<file path="config.mk">
export PLATFORM = sky130hd
export DESIGN_NAME = rtmq_osr_spi_tx
export DESIGN_NICKNAME = d
export VERILOG_FILES = /design/src/rtl/rtmq_osr_spi_tx.sv
export SDC_FILE = /design/constraint.sdc
export NUM_CORES = 1
export LEC_CHECK = 0
export BUFFER_PORTS_ARGS = -buffer_cell sky130_fd_sc_hd__buf_2
export CAP_MARGIN = 25
export CORE_MARGIN = 5
export CORE_UTILIZATION = 45
export CTS_CLUSTER_SIZE = 24
export DETAILED_ROUTE_END_ITERATION = 7
export HOLD_SLACK_MARGIN = 0.15
export PLACE_DENSITY_LB_ADDON = 0.05
export SYNTH_ARGS = -nofsm -noshare
export SYNTH_HDL_FRONTEND = slang
export SYNTH_SLANG_ARGS = --single-unit
</file>
<file path="constraint.sdc">
create_clock -name clk -period 6.42 [get_ports clk]
set_input_delay 0.642 -clock clk [delete_from_list [all_inputs] [get_ports clk]]
set_output_delay 0.642 -clock clk [all_outputs]
set_load 0.05 [all_outputs]
</file>
<file path="src/rtl/rtmq_osr_spi_tx.sv">
// rtmq_osr_spi_tx: serialises a latched RTMQ output-shift-register frame MSB-first onto a mode-0 SPI bus.
// Optional sdi readback into rdb_dat is built only when RTMQ_SPI_RDBK_EN is defined.
module rtmq_osr_spi_tx #(
    parameter int unsigned W_FRM = 192,
    parameter int unsigned W_LEN = 8,
    parameter int unsigned DIV   = 2
) (
    input  logic             clk,
    input  logic             rst,
    input  logic [W_FRM-1:0] frm_dat,
    input  logic [W_LEN-1:0] frm_len,
    input  logic             trg,
    input  logic             sdi,
    output logic             busy,
    output logic             done,
    output logic             ovr,
    output logic             sclk,
    output logic             cs_n,
    output logic             sdo,
    output logic [W_FRM-1:0] rdb_dat
);
    localparam int unsigned      W_DIV    = (DIV > 1) ? $clog2(DIV) : 1;
    localparam logic [W_DIV-1:0] HALF_END = W_DIV'(DIV - 1);
    localparam logic [W_LEN-1:0] LEN_MAX  = W_LEN'(W_FRM);

    typedef enum logic [1:0] {
        IDLE,
        SHIFT,
        GAP
    } state_t;

    state_t           state;
    state_t           state_nxt;
    logic [W_FRM-1:0] shreg;
    logic [W_LEN-1:0] last_bit;
    logic [W_LEN-1:0] bcnt;
    logic [W_DIV-1:0] hcnt;
    logic [W_LEN-1:0] len_sel;
    logic             half_end;
    logic             accept;
    logic             rise;
    logic             fall;
    logic             last;

    always_comb begin
        state_nxt = state;
        accept    = 1'b0;
        rise      = 1'b0;
        fall      = 1'b0;
        half_end  = (hcnt == HALF_END);
        last      = (bcnt == last_bit);
        len_sel   = (frm_len > LEN_MAX) ? LEN_MAX : frm_len;
        case (state)
            IDLE: begin
                if (trg && (frm_len != '0)) begin
                    accept    = 1'b1;
                    state_nxt = SHIFT;
                end
            end
            SHIFT: begin
                rise = half_end && !sclk;
                fall = half_end && sclk;
                if (fall && last) begin
                    state_nxt = GAP;
                end
            end
            GAP: begin
                if (half_end) begin
                    state_nxt = IDLE;
                end
            end
            default: state_nxt = IDLE;
        endcase
    end

    always_ff @(posedge clk or posedge rst) begin
        if (rst) begin
            state <= IDLE;
        end else begin
            state <= state_nxt;
        end
    end

    always_ff @(posedge clk or posedge rst) begin
        if (rst) begin
            shreg    <= '0;
            last_bit <= '0;
            bcnt     <= '0;
            hcnt     <= '0;
            sclk     <= 1'b0;
            cs_n     <= 1'b1;
            done     <= 1'b0;
            ovr      <= 1'b0;
        end else begin
            done <= (state == GAP) && half_end;
            ovr  <= trg && (state != IDLE);
            if (state == IDLE) begin
                hcnt <= '0;
            end else begin
                hcnt <= half_end ? '0 : hcnt + W_DIV'(1);
            end
            if (accept) begin
                shreg    <= frm_dat;
                last_bit <= len_sel - W_LEN'(1);
                bcnt     <= '0;
                cs_n     <= 1'b0;
                sclk     <= 1'b0;
            end
            if (rise) begin
                sclk <= 1'b1;
            end
            // Clearing shreg on the last fall also forces sdo low for the gap and idle time.
            if (fall) begin
                sclk <= 1'b0;
                if (last) begin
                    cs_n  <= 1'b1;
                    shreg <= '0;
                end else begin
                    bcnt  <= bcnt + W_LEN'(1);
                    shreg <= {shreg[W_FRM-2:0], 1'b0};
                end
            end
        end
    end

    assign busy = (state != IDLE);
    assign sdo  = shreg[W_FRM-1];

`ifdef RTMQ_SPI_RDBK_EN
    logic [W_FRM-1:0] rdb_q;

    always_ff @(posedge clk or posedge rst) begin
        if (rst) begin
            rdb_q <= '0;
        end else if (accept) begin
            rdb_q <= '0;
        end else if (rise) begin
            rdb_q <= {rdb_q[W_FRM-2:0], sdi};
        end
    end

    assign rdb_dat = rdb_q;
`else
    logic unused_sdi;

    assign unused_sdi = sdi;
    assign rdb_dat    = '0;
`endif

endmodule

</file>
# After elaboration in Yosys (flattened, before gate mapping)
# Index checks and enable logic that the tools add are counted.
[op_classes] addsub=3 n_mux=23 order_cmp=1 eq_ne=6 reduce_logical=13
[op_table] cell="$mux W192" n=3
[op_table] cell="$mux W8" n=4
[op_table] cell="$mux W1" n=12
[op_table] cell="$add A8 B1 Y8 const B" n=1
[op_table] cell="$eq A8 B8 Y1" n=1
[op_table] cell="$gt A8 B8 Y1 const B" n=1
[op_table] cell="$reduce_bool A8 Y1" n=1
[op_table] cell="$sub A8 B1 Y8 const B" n=1
[op_table] cell="$logic_and A1 B1 Y1" n=6
[op_table] cell="$mux W2" n=3
[op_table] cell="$ne A2 B2 Y1 const B" n=3
[op_table] cell="$pmux W2 S3" n=1
[op_table] cell="$reduce_bool A2 Y1" n=2
[op_table] cell="$reduce_and A3 Y1" n=1
[op_table] cell="$reduce_bool A3 Y1" n=1
[op_table] cell="$eq A2 B1 Y1 const B" n=1
[op_table] cell="$eq A2 B2 Y1 const B" n=1
[op_table] cell="$logic_not A2 Y1" n=1
[op_table] cell="$add A1 B1 Y1 const B" n=1
[op_table] cell="$logic_not A1 Y1" n=1
[word_totals] wordCells=55 input_bits=204 reg_bits=215 out_inout_bits=198

# Longest topological paths before layout
[logic_depth] depth_word=7 ltp_mapped=6 ltp_nobuf=6

# Worst setup path after synthesis
# No wires, ideal clock.
[synth_timing] kind="input to register" from="input frm_len[6]" to="register shreg[20]" setup_time_ps=127 arrival_time_ps=2060 n_path_buf=2 required_time_ps=6293 slack_ps=4234 path_stages=6 cell_sequence="or4_4 o31ai_4 nand2_1 clkbuf_1 clkbuf_1 a2bb2oi_1"
[synth_between] elab_chain_cells=5
[synth_rtl] element="start: declaration" line_no="11" text="input logic [W_LEN-1:0] frm_len,"
[synth_rtl] element="$reduce_bool A8 Y1" line_no="55" text="if (trg && (frm_len != '0)) begin"
[synth_rtl] element="$logic_and A1 B1 Y1" line_no="55"
[synth_rtl] element="$mux W1" line_no="55"
[synth_rtl] element="$mux W1" line_no="53" text="case (state)"
[synth_rtl] element="$reduce_bool A2 Y1 (no line)"
[synth_rtl] element="end signal: assignment" line_no="103" text="shreg <= frm_dat;"
[synth_rtl] element="end signal: assignment" line_no="120" text="shreg <= {shreg[W_FRM-2:0], 1'b0};"
[synth_rtl] element="end: declaration" line_no="34" text="logic [W_FRM-1:0] shreg;"
# Every way passes these cells.
# A chain may end at the register's enable or synchronous reset.

# Final worst setup path
[layout_timing] from="register hcnt (netlist: half_end)" to="register shreg[29]"
[layout_between] elab_chain_cells=3 word_cells_on_any_way=4 classes_between="mux (2); reduce/logical (2)"
[layout_rtl] element="start: declaration" line_no="37" text="logic [W_DIV-1:0] hcnt;"
[layout_rtl] element="start signal: assignment" line_no="100" text="hcnt <= half_end ? '0 : hcnt + W_DIV'(1);"
[layout_rtl] element="$logic_and A1 B1 Y1 *" line_no="62" text="fall = half_end && sclk;"
[layout_rtl] element="$mux W1 *" line_no="53"
[layout_rtl] element="$mux W192 / $reduce_bool A2 Y1 (equally long branches)"
# Every way passes the cells marked *; elsewhere a longest branch is shown, timed or not.

==> metrics.yaml <==
irDropWorstVdd_uv: 332
synth_area_leader_cell: "dfrtp_1"
drv_slew: 0
worst_slew_pin_slew_ps: 1140
path_clk_slew_ps: 60
syn-cell-area_sq_um: 12100
post_cts_resized: 0
critPathMaxStageDelay_ps: 880
synth_top_area_frac: 0.442
setup_violations: 0
setup_tns_ps: 0
avgSynthCellArea_sq_um: 9.94
drt-initial-drc-count: 690
overflow: 0
finalWorstPathRequiredPeriod_ps: 2690
max_freq_mhz: 372
first_pass_iters: 4
layout.nets: 1539
worstSetupEndpointType: "flop"
grt_pass1_wl_microns: 49900
gp_congestion: 0.743
vias: 9423
cts.sinks: 215
dieHeight_microns: 174
slew_headroom: 0.241
die_w_microns: 174
arrival_ps: 3120
wl_microns: 31000
io_buffers: 208
hold_path.class: "in -> async"
ys_types: 40
ys.flop_type: "dfrtp_1"
yosysMostFrequentCell: "dfrtp_1"
fp.dieArea_sq_um: 30300
rows: 60
crit_path_cell_trace: "nand4b_1, buf_4, buf_4, o21ai_1, a2bb2oi_1"
timing.final.crit_share: 0.419
power_density_nw_per_um2: 570
hold_violations: 0
htree_levels: 1
status: "completed"
async_flop_share: 1.00
ioPinCount: 402
dpl.hpwl_microns: 17800
via_per_inst: 5.58
start_util: 0.453
rsz0062_at_grt: "false"
numCtsBuffers: 24
yosys-top-cells-count: "dfrtp_1 (214), buf_4 (201), o211ai_1 (194), a2bb2oi_1 (191), o21ai_1 (181)"
layout-drive-gt1-share: 0.192
fin_cells: 1688
holdWs_ps: 291
core_sq_um: 26700
fin_skew_ps: 16.7
syn_to_final_growth_pct: 8.75
layout_setup_ws_ps: 3730
placedCellCount: 1648
first_global_vias: 9135
drc: 0
grt_usage: 0.192
dpl_worst_slack_ps: 3440
critical_path_class: "reg -> reg"
hold_buffers: 0
ant_nets: 0
critical_path.max_fanout: 101
grt_start_max_net_pins: 211
ys_top_cells_by_area: "dfrtp_1 (44%), a2bb2oi_1 (14%), buf_4 (12%)"
insertion_delay_ps: 520
grt_antenna_before_repair: 7
cp_top_family: "buffers and inverters"
path_buf_inv: 2
tritoncts: "built"
crit_top_cell: "buf_4"
clk_path_buf_depth: 3
start_kind: "flop"
crit_required_ps: 6850
synth_cells: 1217
p_leak_nw: 5.69
synth_seq_cells: 215
postCtsSetupRepairBufs: 0
yosysWarnings: 0
post_drt_wl_per_cell_microns: 18.3
root_buffer: "clkbuf_16"
synth_edf_count: 0
slowest_stage: "buf_4"
ys_seq_area_frac: 0.445
drv_cap: 0
-- cells in the final DEF (no fill, tap or decap), drive strengths merged, types with 2 or more instances in the layout --
master   instances
nand4            3
clkbuf          38
o2111ai          2
dfrtp          214
nor2             9
buf            223
o21ai          199
and2             3
diode            2
a2bb2oi        191
mux2i            8
xnor2            8
nand3            2
conb           192
ha               2
inv              2
a31oi            4
nand2b           2
or3              2
o211ai         194
xor2             3
nand2           24
a21oi            2
o31ai            4
-- flip-flops by register name, indices dropped and copies added, names as in the netlist --
signal,cells
bcnt,8
cs_n,1
done,1
half_end,1
last_bit,8
ovr,1
sclk,1
shreg,192
state,2
-- logic make-up after synthesis --
group           share of synthesized area
compound gates                      0.351
buf+inv                             0.165
flops                               0.445
simple gates                       0.0222
xor+xnor                          0.00796
mux                               0.00662
fa+ha+maj                         0.00207
other cells                      0.000310
-- routing by layer --
layer	global-route usage	vias to the layer above	routed length, microns
met5	0	-	49
met2	0.280	251	13800
li1	-	4472	-
met1	0.291	4642	14600
met4	0.0396	10	600
met3	0.0444	48	1850
-- metrics by stage --
stage / total power, W / cell area [sq um] / util
floorplan: 0.00558 / 12800 / -
global placement: 0.00622 / 12500 / 0.466
detailed placement: 0.00626 / 12500 / 0.466
CTS: 0.00757 / 13200 / 0.492
global route: 0.00809 / 13200 / 0.492
finish: 0.00750 / 13200 / 0.492
-- layout make-up --
class	instances	area, sq um
multi-input cells	866	5450
flip-flops and latches	215	5380
diodes	2	5.00
clock buffers	38	704
fillers	2600	13600
well taps	341	427
repair buffers	223	1180
inverters	3	15.0
-- final timing paths --
check | startpoint | to | slack [ps] | cells after the start
worst max-delay path | half_end$_DFF_PP0_ | shreg[29]$_DFFE_PP0P_ | 3730 | 5
worst min-delay path | rst | shreg[24]$_DFFE_PP0P_ | 290 | 2
worst max register to register | half_end$_DFF_PP0_ | shreg[29]$_DFFE_PP0P_ | 3730 | 5
worst min register to register | cs_n$_DFF_PP1_ | cs_n$_DFF_PP1_ | 470 | 2
max in group asynchronous | rst | shreg[106]$_DFFE_PP0P_ | 4750 | 3
min in group clk | frm_len[0] | last_bit[0]$_DFFE_PP0P_ | 340 | 2
-- report_power, final --
part / switching [W] / internal [W] / leakage (nW)
Combinational: 0.00220 / 0.00152 / 2.81
Sequential: 0.000399 / 0.00210 / 2.53
Clock: 0.000531 / 0.000741 / 0.341
No activity file was read; power rests on OpenSTA's default activity.
